### config.mk
export PLATFORM = sky130hd
export DESIGN_NAME = dual_fetch_queue_flat
export DESIGN_NICKNAME = d
export VERILOG_FILES = /design/src/rtl/dual_fetch_queue_if.sv /design/src/rtl/dual_fetch_queue.sv /design/src/flat_wrapper.sv
export SDC_FILE = /design/constraint.sdc
export NUM_CORES = 1
export LEC_CHECK = 0
export CAP_MARGIN = 20
export CELL_PAD_IN_SITES_DETAIL_PLACEMENT = 1
export CELL_PAD_IN_SITES_GLOBAL_PLACEMENT = 2
export CORE_ASPECT_RATIO = 1.5
export CORE_MARGIN = 2
export CORE_UTILIZATION = 30
export CTS_CLUSTER_SIZE = 14
export DETAILED_ROUTE_END_ITERATION = 6
export MAX_ROUTING_LAYER = met4
export PLACE_DENSITY_LB_ADDON = 0.1
export RECOVER_POWER = 25
export SETUP_SLACK_MARGIN = 0.3
export SKIP_CTS_REPAIR_TIMING = 1
export SYNTH_ARGS = -nofsm -noshare
export SYNTH_HDL_FRONTEND = slang
export SYNTH_SLANG_ARGS = --single-unit
### constraint.sdc
create_clock -name clk -period 3 [get_ports clk]
set_clock_uncertainty 0.2 [all_clocks]
set_input_delay 0.45 -clock clk [delete_from_list [all_inputs] [get_ports clk]]
set_output_delay 0.45 -clock clk [all_outputs]
set_load 0.03 [all_outputs]
### src/rtl/dual_fetch_queue_if.sv
// Fetch-queue port bundle: instruction-memory request/response, redirect,
// hazard stalls, and the two decode issue slots.
interface dual_fetch_queue_if;
  logic        imem_req_valid;
  logic        imem_req_ready;
  logic [31:0] imem_req_addr;
  logic        imem_rsp_valid;
  logic [63:0] imem_rsp_data;
  logic        redirect_valid;
  logic [31:0] redirect_pc;
  logic        stall_a;
  logic        stall_b;
  logic        id_valid_a;
  logic        id_valid_b;
  logic [31:0] id_instr_a;
  logic [31:0] id_instr_b;
  logic [31:0] id_pc_a;
  logic [31:0] id_pc_b;

  modport master (
    output imem_req_valid, imem_req_addr,
    input  imem_req_ready, imem_rsp_valid, imem_rsp_data,
    input  redirect_valid, redirect_pc, stall_a, stall_b,
    output id_valid_a, id_valid_b, id_instr_a, id_instr_b, id_pc_a, id_pc_b
  );

  modport slave (
    input  imem_req_valid, imem_req_addr,
    output imem_req_ready, imem_rsp_valid, imem_rsp_data,
    output redirect_valid, redirect_pc, stall_a, stall_b,
    input  id_valid_a, id_valid_b, id_instr_a, id_instr_b, id_pc_a, id_pc_b
  );
endinterface

### src/rtl/dual_fetch_queue.sv
// Dual-issue fetch queue: fetches 8-byte instruction pairs, buffers them in a
// circular queue, and presents the two oldest entries to decode slots A/B.
module dual_fetch_queue #(
  parameter logic [31:0] RESET_PC = 32'h0000_0000,
  parameter int          QDEPTH   = 4
) (
  input logic                clk,
  input logic                rst_n,
  dual_fetch_queue_if.master fq
);
  localparam int PW = $clog2(QDEPTH);
  typedef logic [PW-1:0] ptr_t;
  typedef logic [PW:0]   cnt_t;

  logic [QDEPTH-1:0][31:0] pc_q, instr_q;
  ptr_t        head, tail, head1, tail1;
  cnt_t        count, push_n, pop_n;
  logic [31:0] fetch_pc, rsp_pc;
  logic        outstanding, drop_pending, discard, stale;
  logic        req_fire, rsp_live, rsp_push, out_after;
  logic        unused_pc_lsb;

  assign unused_pc_lsb = ^fq.redirect_pc[1:0];

  assign head1     = head + ptr_t'(1);
  assign tail1     = tail + ptr_t'(1);
  assign req_fire  = fq.imem_req_valid & fq.imem_req_ready;
  // A response seen while stale belongs to a request issued before reset.
  assign rsp_live  = fq.imem_rsp_valid & ~stale;
  assign rsp_push  = rsp_live & ~drop_pending & ~fq.redirect_valid;
  assign push_n    = rsp_push ? (discard ? cnt_t'(1) : cnt_t'(2)) : '0;
  assign out_after = outstanding & ~rsp_live;

  always_comb begin
    pop_n = '0;
    if (!fq.stall_a) begin
      if (fq.stall_b) pop_n = (count != '0) ? cnt_t'(1) : '0;
      else            pop_n = (count >= cnt_t'(2)) ? cnt_t'(2) : count;
    end
  end

  assign fq.imem_req_valid = rst_n & ~outstanding & ~drop_pending & ~fq.redirect_valid
                           & ((cnt_t'(QDEPTH) - count) >= cnt_t'(2));
  assign fq.imem_req_addr  = fetch_pc;
  assign fq.id_valid_a     = rst_n & (count >= cnt_t'(1));
  assign fq.id_valid_b     = rst_n & (count >= cnt_t'(2));
  assign fq.id_instr_a     = rst_n ? instr_q[head]  : '0;
  assign fq.id_instr_b     = rst_n ? instr_q[head1] : '0;
  assign fq.id_pc_a        = rst_n ? pc_q[head]     : '0;
  assign fq.id_pc_b        = rst_n ? pc_q[head1]    : '0;

  always_ff @(posedge clk) begin
    if (!rst_n) begin
      fetch_pc     <= {RESET_PC[31:3], 3'b000};
      discard      <= RESET_PC[2];
      rsp_pc       <= '0;
      head         <= '0;
      tail         <= '0;
      count        <= '0;
      outstanding  <= 1'b0;
      drop_pending <= 1'b0;
      pc_q         <= '0;
      instr_q      <= '0;
      // Remember an in-flight request across reset so its response is ignored.
      stale        <= (stale & outstanding) | ((stale | outstanding) & ~fq.imem_rsp_valid);
    end else begin
      if (fq.imem_rsp_valid && stale) stale <= 1'b0;
      if (fq.redirect_valid) begin
        head         <= tail;
        count        <= '0;
        fetch_pc     <= {fq.redirect_pc[31:3], 3'b000};
        discard      <= fq.redirect_pc[2];
        outstanding  <= out_after;
        drop_pending <= out_after;
      end else begin
        if (req_fire) begin
          fetch_pc    <= fetch_pc + 32'd8;
          rsp_pc      <= fetch_pc;
          outstanding <= 1'b1;
        end else if (rsp_live) begin
          outstanding <= 1'b0;
        end
        if (rsp_live) drop_pending <= 1'b0;
        if (rsp_push) begin
          if (discard) begin
            pc_q[tail]    <= rsp_pc + 32'd4;
            instr_q[tail] <= fq.imem_rsp_data[63:32];
            discard       <= 1'b0;
          end else begin
            pc_q[tail]     <= rsp_pc;
            instr_q[tail]  <= fq.imem_rsp_data[31:0];
            pc_q[tail1]    <= rsp_pc + 32'd4;
            instr_q[tail1] <= fq.imem_rsp_data[63:32];
          end
        end
        tail  <= tail + ptr_t'(push_n);
        head  <= head + ptr_t'(pop_n);
        count <= count + push_n - pop_n;
      end
    end
  end
endmodule

### src/flat_wrapper.sv
// flat-port wrapper written by rule: the top's interface ports become plain ports
module dual_fetch_queue_flat 
#(
  parameter logic [31:0] RESET_PC = 32'h0000_0000,
  parameter int          QDEPTH   = 4
)
  (clk, rst_n, fq_imem_req_valid, fq_imem_req_addr, fq_imem_req_ready, fq_imem_rsp_valid, fq_imem_rsp_data, fq_redirect_valid, fq_redirect_pc, fq_stall_a, fq_stall_b, fq_id_valid_a, fq_id_valid_b, fq_id_instr_a, fq_id_instr_b, fq_id_pc_a, fq_id_pc_b);
  dual_fetch_queue_if fq_i ();
  input logic clk;
  input logic rst_n;
  output wire logic [$bits(fq_i.imem_req_valid)-1:0] fq_imem_req_valid;
  output wire logic [$bits(fq_i.imem_req_addr)-1:0] fq_imem_req_addr;
  input wire logic [$bits(fq_i.imem_req_ready)-1:0] fq_imem_req_ready;
  input wire logic [$bits(fq_i.imem_rsp_valid)-1:0] fq_imem_rsp_valid;
  input wire logic [$bits(fq_i.imem_rsp_data)-1:0] fq_imem_rsp_data;
  input wire logic [$bits(fq_i.redirect_valid)-1:0] fq_redirect_valid;
  input wire logic [$bits(fq_i.redirect_pc)-1:0] fq_redirect_pc;
  input wire logic [$bits(fq_i.stall_a)-1:0] fq_stall_a;
  input wire logic [$bits(fq_i.stall_b)-1:0] fq_stall_b;
  output wire logic [$bits(fq_i.id_valid_a)-1:0] fq_id_valid_a;
  output wire logic [$bits(fq_i.id_valid_b)-1:0] fq_id_valid_b;
  output wire logic [$bits(fq_i.id_instr_a)-1:0] fq_id_instr_a;
  output wire logic [$bits(fq_i.id_instr_b)-1:0] fq_id_instr_b;
  output wire logic [$bits(fq_i.id_pc_a)-1:0] fq_id_pc_a;
  output wire logic [$bits(fq_i.id_pc_b)-1:0] fq_id_pc_b;
  assign fq_imem_req_valid = fq_i.imem_req_valid;
  assign fq_imem_req_addr = fq_i.imem_req_addr;
  assign fq_i.imem_req_ready = fq_imem_req_ready;
  assign fq_i.imem_rsp_valid = fq_imem_rsp_valid;
  assign fq_i.imem_rsp_data = fq_imem_rsp_data;
  assign fq_i.redirect_valid = fq_redirect_valid;
  assign fq_i.redirect_pc = fq_redirect_pc;
  assign fq_i.stall_a = fq_stall_a;
  assign fq_i.stall_b = fq_stall_b;
  assign fq_id_valid_a = fq_i.id_valid_a;
  assign fq_id_valid_b = fq_i.id_valid_b;
  assign fq_id_instr_a = fq_i.id_instr_a;
  assign fq_id_instr_b = fq_i.id_instr_b;
  assign fq_id_pc_a = fq_i.id_pc_a;
  assign fq_id_pc_b = fq_i.id_pc_b;
  dual_fetch_queue #(.RESET_PC(RESET_PC), .QDEPTH(QDEPTH)) u_core (.clk(clk), .rst_n(rst_n), .fq(fq_i));
endmodule
---- After elaboration in Yosys (flattened, before gate mapping) ----
Index checks and enable logic that the tools add are counted.
W data, S select, Z words.
word-level totals
  register bits after elaboration ......... 331
  latch bits .............................. 0
  bits in writable memories ............... 0
  memory bits (read-only) ................. 0
  bits of input ports ..................... 103
  output and inout bits ................... 163
  word-level logic and storage cells ...... 111
  memories ................................ 0
operators by class
  $add $sub $neg .......................... 9
  multipliers ............................. 0
  divide/modulo/power cells ............... 0
  $lt $le $gt $ge ......................... 9
  equal/unequal tests ..................... 1
  shifts and indexed selects .............. 0
  mux-type cells .......................... 41
  bitwise logic cells ..................... 22
  reductions and logical operators ........ 11
operators with widths
  kind                     number
  $bwmux W128              6
  $mux W32                 12
  $bmux W32 S2             4
  $mux W128                2
  $demux W32 S2            2
  $add A32 B3 Y32 const B  1
  $add A32 B4 Y32 const B  1
  $and A1 B1 Y1            13
  $lt A2 B3 Y1 const B     4
  $mux W3                  4
  $mux W1                  9
  $not A1 Y1               7
  $ge A3 B2 Y1 const B     2
  $reduce_bool A2 Y1       3
  $reduce_bool A3 Y1       2
  $add A2 B1 Y2 const B    2
  $add A2 B2 Y2            2
  $ge A2 B1 Y1 const B     2
  $mux W2                  2
  $reduce_and A2 Y1        2
  $add A3 B3 Y3            1
  $ge A3 B1 Y1 const B     1
  $logic_and A1 B1 Y1      3
  $sub A3 B3 Y3            1
  4 further kinds          5

---- Logic depth before layout (Yosys ltp) ----
Gate-level depths: netlist of the first run.
  depth after elaboration ................. 8
  depth in mapped cells ................... 11
  depth with buffers taken out ............ 11

---- Worst setup path before layout of the first run ----
No wires, ideal clock.
  path kind ............................... input to register
  start ................................... in fq_redirect_valid
  end ..................................... reg u_core.count[2]
  arrival ................................. 2.692 ns
  data required time ...................... 2.685 ns
  setup slack ............................. -0.007 ns
  stages on the path ...................... 10
  path through ............................ buf_2 -> nor3_1 -> clkbuf_1 -> nand2_1 -> fa_1 -> inv_1 -> fa_1 -> xnor2_1 -> xnor2_1 -> nor2_1
on the way
  word-level cells in the longest chain between the ends .. 5
  elaborated cells between the ends (all ways) .. 6
ends and longest elaborated chain
  element                      RTL line                source
  from (decl)                  flat_wrapper.sv:16      input wire logic [$bits(fq_i.redirect_valid)-1:0] fq_redirect_valid;
  $not A1 Y1 (no source line)  --
  $and A1 B1 Y1                dual_fetch_queue.sv:30  assign rsp_push = rsp_live & ~drop_pending & ~fq.redirect_valid;
  $mux W3                      dual_fetch_queue.sv:31  assign push_n = rsp_push ? (discard ? cnt_t'(1) : cnt_t'(2)) : '0;
  $add A3 B3 Y3                dual_fetch_queue.sv:98  count <= count + push_n - pop_n;
  $sub A3 B3 Y3                dual_fetch_queue.sv:98
  to (signal assigned)         dual_fetch_queue.sv:98
  to (decl)                    dual_fetch_queue.sv:17  cnt_t count, push_n, pop_n;
Several ways; a longest one is shown, not always the timed one.
A chain may end at the register's enable or synchronous reset.

---- Final worst setup path of the first run ----
  start ................................... reg u_core.head[0]
  end ..................................... out fq_id_pc_b[17]
on the way
  word-level cells in the longest chain between the ends .. 4
ends and longest elaborated chain
  element                         RTL line                source
  from (decl)                     dual_fetch_queue.sv:16  ptr_t head, tail, head1, tail1;
  from (signal assigned)          dual_fetch_queue.sv:69  head <= tail;
  from (signal assigned)          dual_fetch_queue.sv:97  head <= head + ptr_t'(pop_n);
  $add A2 B1 Y2                   dual_fetch_queue.sv:25  assign head1 = head + ptr_t'(1);
  $bmux W32 S2                    dual_fetch_queue.sv:50  assign fq.id_pc_b = rst_n ? pc_q[head1] : '0;
  $mux W32 (implied by the code)  dual_fetch_queue.sv:50
  $mux W32                        dual_fetch_queue.sv:50
  to (decl)                       flat_wrapper.sv:25      output wire logic [$bits(fq_i.id_pc_b)-1:0] fq_id_pc_b;
No other way between the ends. The select of a mux whose other input is x is not followed.

==> impl_metrics.tcl, run 1 <==
set metrics [dict create \
    ys_top_cells_by_count "nand2_1, a21oi_1, dfxtp_1" \
    die_x_um 206.2 \
    via_count 18120 \
    drive_gt1_frac 0.2355 \
    drc 0 \
    initial_core_util 0.3024 \
    dp_hpwl_um 49340 \
    io_buffers 260 \
    async_reset_ff_frac 0 \
    min_period_ns 2.958 \
    drt_iter0_drc 937 \
    synth_cell_types 64 \
    grt_pass1_wl_um 116000 \
    preCtsSetupSlack_ns -0.1445 \
    netlist.area_leader.share 0.3527 \
    antenna_left 0 \
    crit_type "reg -> out" \
    combPwrFrac 0.169 \
    cts_sinks 325 \
    path_clk_slew_ns 0.06 \
    slew_headroom 0.2360 \
    synth.most_common_cell "nand2_1" \
    htreeDepth 2 \
    tightest_slew_ns 1.146 \
    synth_edf_count 1 \
    antenna_found_initial 7 \
    ys_warn_count 0 \
    core.rowCount 111 \
    start_kind "register" \
    overflow 0 \
    clk_latency_ns 0.56 \
    p_leak_nw 8.763 \
    numCtsBuffers 38 \
    yosysSeqAreaShare 0.3543 \
    cp-end-kind "output pin" \
    r2r_slack_ns 0.10 \
    p_int_mw 8.037 \
    synth_area_um2 18390 \
    core_area_um2 60830 \
    crit_path_end "fq_id_pc_b[17]" \
    status "complete, no violations" \
    globalplace.congestion 0.7828 \
    root_buffer "clkbuf_16" \
    clkPwrFrac 0.426 \
    die_h_um 307.3 \
    p_per_area_nw_per_um2 458.1 \
    die_area_um2 63350 \
    reg2reg_from "u_core.count[1]" \
    drt-wirelength-per-cell_um 23.46 \
    wl_um 77900 \
    regToRegEndpoint "u_core.fq.imem_req_addr[16]" \
    crit_fanout 13 \
    r2r_cells 9 \
    peakVddDrop_uv 338.0 \
    crit_start "u_core.head[0]" \
    post-route-period-util 0.9861 \
    pin_count 266 \
    fin_ws_ns 0.04172 \
    grt_pass1_vias 18810 \
    fin_nets 2609 \
    synth_area_leader_cell "dfxtp_1" \
    cts_buffer_depth 3 \
    hold_path.class "in -> reg" \
    switchingPower_mw 3.210 \
    pwr-share-seq 0.405 \
    drv_cap 0 \
    critical_path_arrival_ns 2.31 \
    cp.required_ns 2.35 \
    synth_area_leaders "dfxtp_1, mux4_2, a21oi_1" \
    power_mw 11.25 \
    synthCells 2265 \
    tritoncts "done" \
    avgSynthCellArea_um2 8.120 \
    setup_viol_count_final 0 \
    via_per_inst 5.455 \
    max_freq_mhz 338.0 \
    final_core_util 0.4036 \
    drtPass1Iterations 5 \
    ys.flop_type "dfxtp_1" \
    rsz0062_at_grt "true" \
    swShare 0.2854 \
    grt_max_degree 205 \
    slew_violations 0 \
    area_delta_synth_final_pct 33.48 \
    grt_use_total 0.2464 \
    hold_viol 0 \
    ys_ff_latch 325 \
]
-- registers in the layout (all words and copies together), names as in the netlist --
register                 count
u_core.stale                 1
u_core.outstanding           1
u_core.rsp_pc               29
u_core.discard               1
u_core.head                  2
u_core.instr_q             128
u_core.pc_q                128
u_core.tail                  2
u_core.drop_pending          1
u_core.fq.imem_req_addr     29
u_core.count                 3
-- cell families after synthesis --
family	Yosys count	synth area share
and+or+nand+nor	882	0.2131
AOI/OAI and AO/OA	637	0.1990
DFF	325	0.3543
buffers and inverters	258	0.05653
muxes	134	0.1601
xor gates and xnor gates	15	0.007143
adders and majority gates	13	0.009660
other	1	0.0002039
-- cells in the final DEF, fill, tap and decap left out, drive strengths merged, types with 17 or more instances in the layout --
| master | Yosys | layout |
|---|---|---|
| clkdlybuf4s50 | 0 | 111 |
| dlygate4sd3 | 0 | 17 |
| inv | 44 | 45 |
| and2 | 135 | 135 |
| nand3 | 17 | 17 |
| dfxtp | 324 | 324 |
| mux4 | 128 | 128 |
| a221oi | 62 | 62 |
| a21oi | 423 | 423 |
| o21ai | 47 | 47 |
| a211oi | 39 | 39 |
| clkbuf | 158 | 84 |
| o22ai | 32 | 32 |
| nand2 | 557 | 557 |
| buf | 55 | 247 |
| nor2 | 99 | 99 |
-- per-stage QoR --
stage / instances / area (µm²) / setup TNS, ns / hold WS [ns]
final: 3321 / 24550 / 0 / 0.2531
after global routing: 3320 / 24550 / -0.02215 / 0.2581
after CTS: 3257 / 23430 / -31.17 / 0.2225
after detailed placement: 3188 / 22170 / -0.4122 / 0.2596
after global placement: 3188 / 22170 / -0.4867 / 0.2499
after floorplan: 2267 / 18430 / 0 / 0.2388
-- how the worst min path moves through the flow --
stage	from	to	slack [ns]	cells after the start
after floorplan	u_core.pc_q[2]	u_core.pc_q[2]	0.24	2
after global placement	u_core.pc_q[51]	u_core.pc_q[51]	0.25	2
after detailed placement	u_core.pc_q[100]	u_core.pc_q[100]	0.26	2
after CTS	rst_n	u_core.instr_q[122]	0.22	4
after global routing	rst_n	u_core.instr_q[125]	0.26	4
final	rst_n	u_core.instr_q[122]	0.25	4
-- metal layers --
layer	part of all wire	global-route usage
met4	0.022	0.06346
met3	0.044	0.03757
met1	0.41	0.2861
met5	0	-
met2	0.52	0.4397
-- power by group through the flow --
stage / combinational [mW] / sequential, mW / clock [mW]
global route: 2.06 / 4.57 / 5.10
floorplan: 0.934 / 4.64 / 0
detailed placement: 1.72 / 4.65 / 0
finish: 1.90 / 4.55 / 4.80
CTS: 1.73 / 4.56 / 4.94
global placement: 1.70 / 4.64 / 0
-- worst max-delay path, stage by stage, from the launching register on --
cell,delay [ns]
dfxtp_4,0.49
buf_16,0.20
buf_16,0.15
mux4_2,0.55
and2_4,0.18
buf_4,0.16
-- cell type report --
type                            instances  area, µm²
Fill cell                            7129      36280
Timing Repair Buffer                  399       4379
Sequential cell                       325       6529
Tap cell                              791      989.7
Antenna cell                            8      20.02
Clock inverter                          9      88.84
Clock buffer                           60       1174
Multi-Input combinational cell       1684      11190
Inverter                               45      177.7
Power figures use the tool's default switching activity.
==> inputs of run 2 (changes only) <==
CAP_MARGIN = unset   (was 20)
SKIP_CTS_REPAIR_TIMING = unset   (was 1)
==> impl_metrics.tcl, run 2 (synthesis results as in run 1) <==
set metrics [dict create \
    status "complete, no violations" \
    drt-wirelength-per-cell_um 23.53 \
    slew_violations 0 \
    cts_buffer_depth 3 \
    tritoncts "done" \
    drive_gt1_frac 0.2368 \
    tightest_slew_ns 1.020 \
    hold_path.class "in -> reg" \
    cp.required_ns 2.35 \
    holdWs_ns 0.2498 \
    drt_iter0_drc 889 \
    core.rowCount 111 \
    die_area_um2 63350 \
    crit_type "reg -> out" \
    start_kind "register" \
    pin_count 266 \
    holdBufCountCts 0 \
    r2r_slack_ns 0.08 \
    drc 0 \
    setup_viol_count_final 0 \
    final_common_cell "nand2_1" \
    p_leak_nw 8.859 \
    drtPass1Iterations 5 \
    grt_pass1_wl_um 119600 \
    via_per_inst 5.471 \
    rsz0062_at_grt "true" \
    initial_core_util 0.3024 \
    fillers 7104 \
    drv_cap 0 \
    grt_use_total 0.2554 \
    critical_path_arrival_ns 2.33 \
    max_freq_mhz 335.6 \
    area_delta_synth_final_pct 35.20 \
    dp_hpwl_um 49340 \
    crit_fanout 7 \
    final_cell_mix "nand2_1, a21oi_1, dfxtp_1, mux4_2, clkdlybuf4s50_1" \
    io_buffers 260 \
    peakVddDrop_uv 341.2 \
    reg_top3 "u_core.instr_q x128, u_core.pc_q x128" \
    wl_um 78430 \
    post-route-period-util 0.9931 \
    p_per_area_nw_per_um2 454.3 \
    antenna_left 0 \
    slew_headroom 0.3203 \
    min_period_ns 2.979 \
    path_clk_slew_ns 0.06 \
    grt_max_degree 205 \
    die_h_um 307.3 \
    via_count 18230 \
    grt_pass1_vias 19170 \
    htreeDepth 2 \
    numCtsBuffers 38 \
    fin_nets 2621 \
    antenna_found_initial 7 \
    hold_viol 0 \
    globalplace.congestion 0.7828 \
    cts_sinks 325 \
    die_x_um 206.2 \
    overflow 0 \
    clk_latency_ns 0.56 \
    cp-end-kind "output pin" \
    root_buffer "clkbuf_16" \
    setup_tns_ns 0 \
    core_area_um2 60830 \
]
## run 2: timing repair
item / 4_1_cts / 5_1_grt
pin swaps: 10 / 5
endpoints found under the setup margin: 135 / 130
resized for setup: 601 / 101
cloned: 13 / 0
setup buffers: 49 / 6
## run 2: path summary, 6_finish.rpt
check	endpoint	cells past startpoint	from
max	fq_id_instr_a[13]	7	u_core.head[0]
min	u_core.instr_q[122]	4	rst_n
max reg2reg	u_core.pc_q[85]	7	u_core.tail[0]
min reg2reg	u_core.pc_q[35]	2	u_core.pc_q[35]
## run 2: cell type report
cell class                      count  area [µm²]  share of cell area
Multi-Input combinational cell   1684       11170              0.4492
Sequential cell                   325        6528              0.2625
Timing Repair Buffer              411        4723              0.1899
Clock buffer                       60        1174             0.04720
Tap cell                          791       989.7             0.03980
Inverter                           45       173.9            0.006994
Clock inverter                      9       88.84            0.003573
Antenna cell                        8       20.02           0.0008051
## run 2: critical path: stages, from the launching register on
cell and delay (ns):
dfxtp_4 0.37, buf_12 0.15, buf_12 0.13, buf_12 0.11, buf_16 0.13, mux4_2 0.54, and2_4 0.18, buf_6 0.13
## run 2: per-layer routing
layer	global-route usage	vias up	wire, µm
li1	-	8499	-
met1	0.2971	9220	32290
met2	0.4492	410	40470
met3	0.03757	105	3220
met4	0.08090	0	2443
met5	-	-	0
## run 2: per-stage QoR
step	area [µm²]	utilization	total power [mW]	instances	worst slack, ns
2_1_floorplan	18430	-	5.574	2267	0.3305
3_3_place_gp	22170	0.3644	6.345	3188	-0.1523
3_5_place_dp	22170	0.3644	6.372	3188	-0.1445
4_1_cts	24730	0.4065	11.47	3319	-0.05380
5_1_grt	24860	0.4087	11.77	3332	-0.04640
6_report	24870	0.4088	11.30	3333	0.02070
## run 2: report_power, final
part / internal (mW) / switching [mW] / total [mW]
clock network: 2.78 / 2.02 / 4.80
logic: 0.874 / 1.08 / 1.95
registers: 4.42 / 0.126 / 4.55
total: 8.07 / 3.23 / 11.3
==> inputs of run 3 (changes only) <==
==> constraint.sdc (replaced) <==
create_clock -name clk -period 3 [get_ports clk]
set_clock_uncertainty 0.2 [all_clocks]
set_input_delay 0.45 -clock clk [delete_from_list [all_inputs] [get_ports clk]]
set_output_delay 0.45 -clock clk [all_outputs]
set_load 0.05 [all_outputs]
==> impl_metrics.tcl, run 3 (synthesis results as in run 1) <==
set metrics [dict create \
    p_leak_nw 8.872 \
    antenna_left 0 \
    initial_core_util 0.3024 \
    fin_nets 2591 \
    drt-met1-wl_um 31240 \
    cp.required_ns 2.35 \
    fin_ws_ns -0.01158 \
    preCtsSetupSlack_ns -0.1086 \
    cts_buffer_depth 3 \
    core_area_um2 60830 \
    critPathTopFamily "buffers and inverters" \
    setup_tns_ns -0.01398 \
    cts_sinks 325 \
    place_inst 3178 \
    failed_checks "setup timing" \
    drt-wirelength-per-cell_um 23.93 \
    fillers 6931 \
    grt_pass1_vias 18770 \
    drive_gt1_frac 0.2410 \
    area_delta_synth_final_pct 37.42 \
    tightest_slew_ns 1.047 \
    post-route-period-util 1.004 \
    htreeDepth 2 \
    status "finished with violations" \
    rsz0062_at_grt "true" \
    die_area_um2 63350 \
    critPathSlowestCell "mux4_2" \
    clk_latency_ns 0.56 \
    multi_input_area_um2 11300 \
    start_kind "register" \
    globalplace.congestion 0.7832 \
    cpPeakStageDelay_ns 0.51 \
    dp_hpwl_um 48770 \
    final_cell_mix "nand2_1, a21oi_1, dfxtp_1, mux4_2, and2_4" \
    core.rowCount 111 \
    ff_latch_area_um2 6526 \
    path_clk_slew_ns 0.06 \
    p_per_area_nw_per_um2 449.2 \
    root_buffer "clkbuf_16" \
    drtPass1Iterations 5 \
    via_count 18060 \
    crit_fanout 7 \
    via_per_inst 5.473 \
    critical_path_arrival_ns 2.36 \
    cp-end-kind "output pin" \
    grt_pass1_wl_um 119300 \
    hold_path.class "in -> reg" \
    final_cells 3300 \
    max_freq_mhz 332.1 \
    hold_depth 3 \
    cp.depth 7 \
    met3WireLength_um 3336 \
    numCtsBuffers 39 \
    overflow 0 \
    cp_cell_sequence "buf_6, buf_12, buf_12, buf_16, mux4_2, and2_4, buf_6" \
    final_common_cell "nand2_1" \
    tritoncts "done" \
    grt_max_degree 205 \
    hold_viol 0 \
    antenna_found_initial 7 \
    min_period_ns 3.012 \
    peakVddDrop_uv 364.7 \
    highest_layer "met4" \
    crit_buf_inv 5 \
    slew_headroom 0.3020 \
    drt_iter0_drc 857 \
    wl_um 78960 \
    setup_viol_count_final 2 \
    io_buffers 260 \
    wl_met2_um 42390 \
    slew_violations 0 \
    die_x_um 206.2 \
    grt_use_total 0.2564 \
    pin_count 266 \
    crit_type "reg -> out" \
    die_h_um 307.3 \
    reg_top3 "u_core.instr_q x128, u_core.pc_q x128" \
    drv_cap 0 \
    drc 0 \
    r2r_cells 5 \
]
## run 3: cell types whose count changed in the layout (fill, tap and decap cells not counted), sizes merged, moves of 3 or more
cell           before  now
bufbuf              1    4
buf               255  236
dlygate4sd3        16    2
clkbuf             76   73
clkdlybuf4s15      11    0
clkdlybuf4s50     112  125
## run 3: tightest hold or removal path: cells and delay by family
family | cells | cell delay, ns
AOI/OAI and AO/OA | 1 | 0.05
buffers and inverters | 2 | 0.30
## run 3: metal layers
layer | GRT usage | vias up
met5 | - | -
met4 | 0.06910 | 0
met3 | 0.03735 | 97
met2 | 0.4654 | 388
met1 | 0.2910 | 9128
li1 | - | 8447
## run 3: area by class of cell
class	instances	area share
Antenna cell	7	0.0006930
Clock buffer	61	0.04624
Clock inverter	7	0.002871
Inverter	45	0.007079
Multi-Input combinational cell	1684	0.4471
Sequential cell	325	0.2582
Tap cell	791	0.03916
Timing Repair Buffer	380	0.1987
## run 3: worst paths after layout
check | from | endpoint | slack [ns]
worst min register to register | u_core.pc_q[119] | u_core.pc_q[119] | 0.27
worst max-delay path | u_core.head[0] | fq_id_pc_a[12] | -0.01
worst min-delay path | rst_n | u_core.outstanding | 0.09
worst max register to register | u_core.discard | u_core.instr_q[99] | 0.13
## run 3: timing repair
item,in CTS,in global routing
hold buffers,0,0
setup buffers,27,4
endpoints found under the setup margin,136,132
gates resized for setup,471,24
pin swaps,2,3
endpoints found under the hold margin,0,0
gates cloned,14,2
## run 3: power by group
part / leakage (nW) / switching (mW) / internal [mW]
clock: 0.612 / 2.04 / 2.69
combinational: 5.62 / 1.18 / 0.900
sequential: 2.64 / 0.120 / 4.42
total: 8.87 / 3.34 / 8.01
## run 3: stage by stage
stage                     power (mW)  hold WS (ns)  instance area (µm²)  utilization
final                          11.35       0.08551                25280       0.4155
after global routing           11.82       0.07516                25280       0.4155
after CTS                      11.53       0.04962                25230       0.4148
after detailed placement       6.456        0.2590                21990       0.3615
after global placement         6.426        0.2504                21990       0.3615
after floorplan                5.663        0.2388                18440            -
